<file path="config.mk">
export PLATFORM = sky130hd
export DESIGN_NAME = tdm_frame_controller
export DESIGN_NICKNAME = d
export VERILOG_FILES = /design/src/rtl/tdm_frame_controller.sv
export SDC_FILE = /design/constraint.sdc
export NUM_CORES = 1
export LEC_CHECK = 0
export ABC_AREA = 1
export CORE_ASPECT_RATIO = 0.7
export CORE_MARGIN = 4
export CORE_UTILIZATION = 51
export DETAILED_ROUTE_END_ITERATION = 10
export GPL_ROUTABILITY_DRIVEN = 0
export HOLD_SLACK_MARGIN = 0.02
export MAX_ROUTING_LAYER = met4
export PLACE_DENSITY_LB_ADDON = 0.25
export SLEW_MARGIN = 20
export SYNTH_ARGS = -nofsm -noshare
export SYNTH_HDL_FRONTEND = slang
export SYNTH_SLANG_ARGS = --single-unit
</file>
<file path="constraint.sdc">
create_clock -name tdm_clk -period 17 [get_ports tdm_clk]
set_clock_uncertainty 0.2 [all_clocks]
set_input_delay 2.55 -clock tdm_clk [delete_from_list [all_inputs] [get_ports tdm_clk]]
set_output_delay 2.55 -clock tdm_clk [all_outputs]
set_load 0.05 [all_outputs]
</file>
<file path="src/rtl/tdm_frame_controller.sv">
// TDM receive sequencer: frame sync generation, per-frame channel snapshot,
// and streaming of the enabled channels over a valid/ready interface.
module tdm_frame_controller #(
    parameter int NUM_CH     = 5,
    parameter int WORD_W     = 32,
    parameter int FRAME_BITS = 160,
    parameter int CNT_W      = 16
) (
    input  logic                     tdm_clk,
    input  logic                     reset,
    input  logic                     enable,
    input  logic [NUM_CH-1:0]        ch_mask,
    output logic                     tdm_sync,
    input  logic                     word_ready,
    input  logic [NUM_CH*WORD_W-1:0] ch_bus,
    output logic [WORD_W-1:0]        out_data,
    output logic [2:0]               out_chan,
    output logic                     out_last,
    output logic                     out_valid,
    input  logic                     out_ready,
    output logic                     overflow,
    input  logic                     clear_overflow,
    output logic [CNT_W-1:0]         frame_count
);
    localparam int BC_W = (FRAME_BITS > 1) ? $clog2(FRAME_BITS) : 1;

    typedef enum logic {IDLE, SEND} state_t;

    state_t                     state_q, state_d;
    logic [BC_W-1:0]            bit_cnt_q;
    logic                       sync_q;
    logic [NUM_CH*WORD_W-1:0]   snap_q, snap_d;
    logic [NUM_CH-1:0]          mask_q, mask_d;
    logic [2:0]                 idx_q, idx_d;
    logic                       valid_q, valid_d;
    logic [WORD_W-1:0]          data_q, data_d;
    logic [2:0]                 chan_q, chan_d;
    logic                       last_q, last_d;
    logic                       ovf_q, ovf_d;
    logic [CNT_W-1:0]           fcnt_q;

    // Lowest set bit of m at or above position start (0 if none).
    function automatic logic [2:0] first_from(input logic [NUM_CH-1:0] m, input logic [3:0] start);
        logic [2:0] r;
        r = '0;
        for (int i = NUM_CH - 1; i >= 0; i--)
            if (i >= int'(start) && m[i]) r = 3'(i);
        return r;
    endfunction

    function automatic logic any_above(input logic [NUM_CH-1:0] m, input logic [2:0] idx);
        logic r;
        r = 1'b0;
        for (int i = 0; i < NUM_CH; i++)
            if (i > int'(idx) && m[i]) r = 1'b1;
        return r;
    endfunction

    function automatic logic [WORD_W-1:0] word_sel(input logic [NUM_CH*WORD_W-1:0] bus, input logic [2:0] idx);
        logic [WORD_W-1:0] r;
        r = '0;
        for (int i = 0; i < NUM_CH; i++)
            if (3'(i) == idx) r = bus[i*WORD_W +: WORD_W];
        return r;
    endfunction

    always_ff @(posedge tdm_clk or posedge reset) begin
        if (reset) begin
            bit_cnt_q <= '0;
            sync_q    <= 1'b0;
        end else if (!enable) begin
            bit_cnt_q <= '0;
            sync_q    <= 1'b0;
        end else begin
            sync_q    <= (bit_cnt_q == '0);
            bit_cnt_q <= (bit_cnt_q == BC_W'(FRAME_BITS - 1)) ? '0 : bit_cnt_q + 1'b1;
        end
    end

    logic       hs, last_hs, load;
    logic [2:0] nidx;

    always_comb begin
        state_d = state_q;
        snap_d  = snap_q;
        mask_d  = mask_q;
        idx_d   = idx_q;
        valid_d = valid_q;
        data_d  = data_q;
        chan_d  = chan_q;
        last_d  = last_q;
        ovf_d   = ovf_q;
        load    = 1'b0;
        nidx    = first_from(mask_q, {1'b0, idx_q} + 4'd1);
        hs      = valid_q && out_ready;
        last_hs = hs && last_q;

        if (clear_overflow) ovf_d = 1'b0;

        case (state_q)
            IDLE: begin
                if (word_ready && ch_mask != '0) load = 1'b1;
            end
            SEND: begin
                // A frame arriving before the final beat is accepted is dropped.
                if (word_ready && !last_hs) ovf_d = 1'b1;
                if (last_hs && word_ready && ch_mask != '0) begin
                    load = 1'b1;
                end else if (last_hs) begin
                    state_d = IDLE;
                    valid_d = 1'b0;
                end else if (hs) begin
                    idx_d  = nidx;
                    data_d = word_sel(snap_q, nidx);
                    chan_d = nidx;
                    last_d = !any_above(mask_q, nidx);
                end
            end
            default: state_d = IDLE;
        endcase

        if (load) begin
            snap_d  = ch_bus;
            mask_d  = ch_mask;
            idx_d   = first_from(ch_mask, 4'd0);
            state_d = SEND;
            valid_d = 1'b1;
            data_d  = word_sel(ch_bus, idx_d);
            chan_d  = idx_d;
            last_d  = !any_above(ch_mask, idx_d);
        end
    end

    always_ff @(posedge tdm_clk or posedge reset) begin
        if (reset) begin
            state_q <= IDLE;
            snap_q  <= '0;
            mask_q  <= '0;
            idx_q   <= '0;
            valid_q <= 1'b0;
            data_q  <= '0;
            chan_q  <= '0;
            last_q  <= 1'b0;
            ovf_q   <= 1'b0;
            fcnt_q  <= '0;
        end else begin
            state_q <= state_d;
            snap_q  <= snap_d;
            mask_q  <= mask_d;
            idx_q   <= idx_d;
            valid_q <= valid_d;
            data_q  <= data_d;
            chan_q  <= chan_d;
            last_q  <= last_d;
            ovf_q   <= ovf_d;
            if (word_ready) fcnt_q <= fcnt_q + 1'b1;
        end
    end

    assign tdm_sync    = sync_q;
    assign out_valid   = valid_q;
    assign out_data    = data_q;
    assign out_chan    = chan_q;
    assign out_last    = last_q;
    assign overflow    = ovf_q;
    assign frame_count = fcnt_q;

endmodule

</file>
==> results summary, run 1 <==
The summed negative setup slack over all endpoints is 0 ps. The via total after detailed routing came out at ~11000. No sink is reached through more buffers than the 3 on the longest clock path. The count of filler cells inserted in the layout is approximately 1900. The clock transition time at the flip-flop clock pins of the worst setup and hold paths came out at about 60 ps. The buffer count from post-CTS setup fixing is 0. For the pin with the worst max-slew slack, the measured transition is 1140 ps.

The largest total area in the synthesized netlist belongs to sky130_fd_sc_hd__dfrtp_1. The initialized floorplan defines 46 standard-cell rows. The number of distinct library cells after synthesis came out at 35.

The overall routed net length came out at 35500 µm. The sink count of the clock tree came out at ~230. The die footprint came out at 0.0254 mm². The global router's overall resource usage is 28.4%.

The number of top-level pins came out at about 230. The maximum clock frequency is approximately 190 MHz. In the routed design, unresolved DRC markers number 0. The critical path class is input port to flop. The average cell area after synthesis is roughly 7.5 µm².

The tightest min-delay check is of the flop to flop type. In the finished design, the share of the clock period the worst path needs comes to 31.0%. After legalization and detailed placement, the total HPWL measured ~22000 µm. The flow ran to the end, and the final reports show no timing, DRC or antenna violations. Counting every instance in the synthesized netlist gives 1559. The global-route wire length before repair came out at 57200 µm. The post-cts repair resize count is 0. The overall power after layout came out at approximately 2.7 mW. Clock tree synthesis selected as its root buffer the cell sky130_fd_sc_hd__clkbuf_16. The number of global-route vias before repair came out at about 11000. The summed instance area of the synthesized netlist came out at between 0.01 and 0.015 mm². The largest stage delay on the critical path came out at around 880 ps.

The required time of the critical path came out at 17210 ps. On the critical path, the stage with the largest delay is an instance of sky130_fd_sc_hd__nand4_1. The routed wirelength normalized by instance count is about 17 µm. The width of the die came out at roughly 190 µm. The number of max-cap violations is 0.

The worst-case IR drop observed on VDD is between 0.1 and 0.15 mV. Sorting the synthesized cells by area gives the leading types as sky130_fd_sc_hd__dfrtp_1 49%, sky130_fd_sc_hd__nand2_1 16%, sky130_fd_sc_hd__nand3_1 5.7%. The number of buffers added by the clock tree synthesis step is 24. The layout overhead on the synthesized area is 27.5%. The sequential element share of the synthesized area came out at about 50%.

Data on the critical path arrives at its endpoint at 5480 ps. Setup repair after global routing left no endpoint under its margin. The worst setup path is captured at a flop. Along the worst path, the maximum fanout reaches 260.

The total power density per cell area is about 180 mW/mm². The worst path needs 5270 ps of the cycle, external delays included. The number of antenna violations at the first check in global routing was 0. The number of detailed-route iterations in the first pass came out at 6. The count of antenna-violating nets left after detailed routing is 0.

The number of H-tree branching levels came out at 1. The total of flip-flops plus latches after synthesis came out at between 200 and 250. The portion of synthesized cell area occupied by the leading cell type came out at roughly half.

During synthesis, Yosys emitted a total of 0 warnings. OpenSTA, run right after detailed placement, puts the worst setup slack at ~11000 ps. STA classifies the critical path startpoint as an input port.

After the last flow step, the layout net total stands at around 1900. The number of hold-slack violations in the final timing report is 0. The routed via count divided by cell count is 5.50.

The global-route congestion overflow total is 0. The final critical-path setup slack is 11730 ps. The final count of negative-setup-slack endpoints came out at 0. The starting utilization of the core area is 51.7%. The clock reaches the later pin of the worst-skew pair after a little over 500 ps.

The fraction of final layout cells sized beyond drive strength 1 came out at under 10%. The number of antenna diodes is 0. The count of final max-slew check failures came out at 0. The leakage component of the power came out at between 7 and 8 nW.

TritonCTS built the clock tree. The critical path buffer and inverter count is 2. The number of hold buffers added after cts came out at 0.

Entering global routing, the biggest net connects 261 pins. The relative slew slack came out at between 20% and 30%. The number of I/O port buffers came out at 225. The net count of the mapped netlist came out at 1736.

The core area came out at roughly 0.023 mm². The critical path goes through clkdlybuf4s50_1 > nor2_2 > nand3_2 > nand3_4 > buf_12 > nand4_1 > o221ai_1. The cell type group with the largest total delay on the critical path is simple AND/OR/NAND/NOR gates.

In this run the vertical extent of the chip is between 100 and 150 µm. After the first detailed-routing iteration, the DRC count stood at approximately 1400.
==> synthesized netlist by cell type, drive strengths merged <==
cell and count:
nor4 1, xnor2 5, a21oi 69, o21ai 130, ha 6, o2111ai 11, or2 1, nor2 122
mux2 1, o22ai 22, xor2 10, inv 166, buf 49, o221ai 2, dfrtp 229, a31oi 21
clkinv 2, nor3 5, nand3 139, nand4 16, nand2 512, and3 1, clkbuf 39
==> registers in the layout (all words and copies together) (netlist names), 3 cells and up <==
name and flops:
bit_cnt_q 8, frame_count 16, mask_q 5, out_chan 3, out_data 32, snap_q 160
==> layout by cell type (no fill, tap or decap), types with 11 or more instances in the layout <==
master | synthesis | layout
sky130_fd_sc_hd__a21oi_1 | 68 | 68
sky130_fd_sc_hd__a31oi_1 | 21 | 21
sky130_fd_sc_hd__clkbuf_16 | 0 | 25
sky130_fd_sc_hd__clkdlybuf4s50_1 | 0 | 225
sky130_fd_sc_hd__dfrtp_1 | 229 | 229
sky130_fd_sc_hd__inv_1 | 158 | 157
sky130_fd_sc_hd__nand2_1 | 507 | 506
sky130_fd_sc_hd__nand3_1 | 134 | 134
sky130_fd_sc_hd__nand4_1 | 16 | 16
sky130_fd_sc_hd__nor2_1 | 116 | 114
sky130_fd_sc_hd__o2111ai_1 | 11 | 11
sky130_fd_sc_hd__o21ai_0 | 126 | 126
sky130_fd_sc_hd__o22ai_1 | 22 | 22
==> routing by layer <==
| metal | vias up | GRT usage, % | part of all wire (%) |
|---|---|---|---|
| met2 | 652 | 41.6 | 43 |
| met1 | 5286 | 41.4 | 44 |
| met4 | 0 | 6.19 | 2.1 |
| li1 | 5342 | - | - |
| met5 | - | - | 0 |
| met3 | 69 | 5.81 | 11 |
==> worst reg2reg max path: cells and delay by family, from the launching register on <==
kind,cells,cell delay (ps)
buffers and inverters,4,1160
AND/OR/NAND/NOR,3,840
adder cells (fa/ha/maj),1,310
AO/OA/AOI/OAI,4,810
flip-flops,1,480
==> layout make-up <==
cell class                 count  area [µm²]  area share, %
tap                          312         390           2.62
sequential                   229        5730           38.5
multi-input combinational   1074        4920           33.1
inverter                     168         642           4.31
clock inverter                 8        93.8          0.631
timing repair buffer         237        2380           16.0
clock buffer                  34         719           4.84
==> where the power goes <==
part | internal [mW] | switching (mW) | total (mW)
registers | 0.782 | 0.139 | 0.921
clock network | 0.324 | 0.216 | 0.540
logic | 0.391 | 0.840 | 1.23
==> path summary, 6_finish.rpt <==
kind                                 start               to  slack, ps  cells past startpoint
min in group asynchronous            reset      snap_q[129]       2300                      2
min reg2reg                frame_count[15]  frame_count[15]        270                      1
max                             ch_mask[0]      out_chan[2]      11730                      7
max reg2reg                    out_chan[0]         out_last      13130                     12
min                        frame_count[15]  frame_count[15]        270                      1
max in group asynchronous            reset       snap_q[19]      13190                      3
==> logic make-up after synthesis <==
group | after synthesis | share of synthesized area [%]
XOR/XNOR | 15 | 1.13
buffers and inverters | 256 | 8.99
multiplexers | 1 | 0.0965
AND/OR/NAND/NOR | 797 | 28.1
flip-flops | 229 | 49.1
adder cells (fa/ha/maj) | 6 | 0.643
AO/OA/AOI/OAI | 255 | 12.0
==> per-stage QoR <==
| stage | area (µm²) | cells | util [%] | hold WS (ps) |
|---|---|---|---|---|
| 5_1_grt | 14900 | 2062 | 65.9 | 292 |
| 2_1_floorplan | 11700 | 1559 | - | 231 |
| 6_report | 14900 | 2062 | 65.9 | 267 |
| 3_5_place_dp | 14000 | 2019 | 62.2 | 264 |
| 3_3_place_gp | 14000 | 2019 | 62.2 | 253 |
| 4_1_cts | 14800 | 2061 | 65.8 | 270 |
Power figures use the tool's default switching activity.
==> run 2, diff against run 1 <==
clock period = 5.4 ns   (was 17 ns; I/O delays follow)
==> run 2 against run 1 <==
Against the previous run: largest power group unchanged; combinational power grew to 3.1 times the previous value; first-iteration DRC count shrank 15%; sequential cell count is the same; critical path depth grew 5; clock power grew to 3.1 times the previous value; highest routed layer unchanged.
==> results summary, run 2 (synthesis results as in run 1) <==
The maximum number of pins on one net before global-route repair was 191 (-27%). The routed via count divided by cell count came to 5.52 (+0.27%). In this run the worst hold path is classified as flop to flop. The destination of the critical timing path is out_last. The die footprint is 0.0254 mm² (unchanged). The leakage component of the power came out at 7.37 nW (about the same). The number of flip-flops under the largest register name is 160 (unchanged). In this run the critical register-to-register path is launched from out_chan[0]. The data arrival time at the worst-slack endpoint is 4010 ps (-1470 ps). The floorplan row count was 46 (unchanged). The maximum count of clock buffers along a single path is 3 (unchanged). The worst setup path is launched from a flop. The number of buffers added by the clock tree synthesis step came to 24 (unchanged). The worst setup path is of the flop to flop kind. The clock latency of the later-clocked register in the worst-skew pair came out at 510 ps (about the same).

The count of final max-slew check failures came out at 0 (unchanged). The routed wirelength normalized by instance count came out at 17.3 µm (+0.49%). The maximum clock frequency came out at between 200 and 300 MHz. The sink count of the clock tree is 229 (unchanged).

The number of hold-slack violations in the final timing report is 0 (unchanged). The depth of the most critical reg-to-reg path is 12 (unchanged). The layout overhead on the synthesized area came to 27.5% (about the same). The peak fanout along the critical path is 26 (-90%).

The final-layout worst hold slack is 265 ps (-2.03 ps). The number of H-tree branching levels is 1 (unchanged). The beginning of the critical path is out_chan[0]. The global-route wire length before repair came out at 56900 µm (-0.69%).

The number of global-route vias before repair was 10900 (-0.091%). Setup repair after global routing left no endpoint under its margin. The core area is 0.0226 mm² (unchanged).

In this run the critical register-to-register path is captured at out_last. The number of detailed-route iterations in the first pass is 5 (-1). The global-route congestion overflow total came out at 0 (unchanged). The total power density per cell area came out at 567 mW/mm² (+210%).

The final design utilization is 66.0% (about the same). The number of I/O port buffers came to 225 (unchanged). In the layout the commonest cells are 507 x sky130_fd_sc_hd__nand2_1, 229 x sky130_fd_sc_hd__dfrtp_1, 225 x sky130_fd_sc_hd__clkdlybuf4s50_1. The worst-margin pin slew is 1180 ps (+43.5 ps). The HPWL after detailed placement is 22900 µm (+1.9%).

The count of antenna-violating nets left after detailed routing came out at 0 (unchanged). The maximum vdd drop came out at 0.508 mV (+310%). For the finished layout, the period the worst path requires is about 3800 ps. CTS placed an instance of sky130_fd_sc_hd__clkbuf_16 at the clock tree root.

The total number of nets in the final design came out at 1912 (+0.052%). The clock transition time at the flip-flop clock pins of the worst setup and hold paths is 60 ps (about the same). The critical path capture point type is a flop.

TritonCTS built the clock tree. The required time of the critical path was 5640 ps (-11570 ps). The number of max-cap violations came to 0 (unchanged). The post-cts repair resize count is 0 (unchanged). The number of top-level pins came out at 226 (unchanged). The height of the die came out at 135 µm (unchanged). Ranked by flip-flop count, first place goes to snap_q.

The via total after detailed routing was 11400 (+0.41%). The starting utilization of the core area is 51.7% (unchanged). The final critical-path share of the clock period is 69.8%. The final count of negative-setup-slack endpoints is 0 (unchanged). The library cell used most frequently in the layout, excluding fill and tap cells, is sky130_fd_sc_hd__nand2_1. The width of the die is 189 µm (unchanged). The setup slack of the worst register-to-register path is 1630 ps (-11500 ps). The initial detailed-routing violation count was 1185 (-15%). The residual DRC count came out at 0 (unchanged). The fraction of final layout cells sized beyond drive strength 1 came out at 4.63% (-0.12 points). The global router's overall resource usage is 28.3% (-0.13 points). The relative slew slack is 21.1% (-3.2 points).

The flow ran to the end, and the final reports show no timing, DRC or antenna violations. The buffer count from post-CTS setup fixing came to 0 (unchanged). The summed negative setup slack over all endpoints came out at 0 ps (unchanged). The number of hold buffers added after cts came to 0 (unchanged). The number of antenna violations at the first check in global routing came out at 2 (+2).

The overall routed net length is 35700 µm (+0.64%).
run 2: cell types whose count changed in the layout (fill, tap and decap cells not counted), moves of 2 or more:
cell	change
sky130_fd_sc_hd__buf_12	+3
sky130_fd_sc_hd__clkbuf_1	+2
sky130_fd_sc_hd__clkbuf_8	+2
sky130_fd_sc_hd__clkinv_2	-2
sky130_fd_sc_hd__diode_2	+2
run 2: per-stage QoR:
step	power, mW	setup slack [ps]	cells	area, µm²
global route	9.00	1510	2065	14900
floorplan	5.56	1400	1559	11700
CTS	8.41	1680	2063	14900
detailed placement	6.70	1540	2021	14100
finish	8.44	1630	2065	14900
global placement	6.60	1660	2021	14100
run 2: worst max-delay path: stages, from the launching register on:
cell	delay [ps]
sky130_fd_sc_hd__dfrtp_1	450
sky130_fd_sc_hd__inv_1	70
sky130_fd_sc_hd__ha_1	280
sky130_fd_sc_hd__nand2_1	60
sky130_fd_sc_hd__inv_1	70
sky130_fd_sc_hd__o21ai_4	510
sky130_fd_sc_hd__buf_4	440
sky130_fd_sc_hd__nand3_2	700
sky130_fd_sc_hd__inv_2	500
sky130_fd_sc_hd__o21ai_1	90
sky130_fd_sc_hd__o21ai_1	80
sky130_fd_sc_hd__nand3_1	90
sky130_fd_sc_hd__a21oi_1	120
run 2: area by class of cell:
type | count | area, µm²
fill | 1968 | 7680
sequential | 229 | 5730
multi-input combinational | 1074 | 4920
timing repair buffer | 238 | 2400
clock buffer | 38 | 754
inverter | 168 | 638
tap | 312 | 390
clock inverter | 4 | 45.0
antenna | 2 | 5.00
run 2: how the worst min path moves through the flow:
| stage | slack, ps | to | start | depth (start not counted) |
|---|---|---|---|---|
| after floorplan | 230 | bit_cnt_q[0] | bit_cnt_q[0] | 1 |
| after global placement | 260 | frame_count[15] | frame_count[15] | 1 |
| after detailed placement | 260 | bit_cnt_q[0] | bit_cnt_q[0] | 1 |
| after CTS | 270 | frame_count[15] | frame_count[15] | 1 |
| after global routing | 300 | snap_q[52] | snap_q[52] | 2 |
| final | 270 | frame_count[15] | frame_count[15] | 1 |
run 2: power breakdown:
part	switching, mW	internal (mW)
Clock	0.673	0.999
Combinational	2.64	1.23
Sequential	0.437	2.46
Total	3.75	4.69
run 2: metal layers:
| layer | global-route usage (%) | part of all wire, % | vias up |
|---|---|---|---|
| met1 | 41.4 | 45 | 5346 |
| met2 | 41.7 | 43 | 636 |
| met5 | - | 0 | - |
| met4 | 7.40 | 2.6 | 0 |
| li1 | - | - | 5343 |
| met3 | 4.32 | 9.4 | 71 |
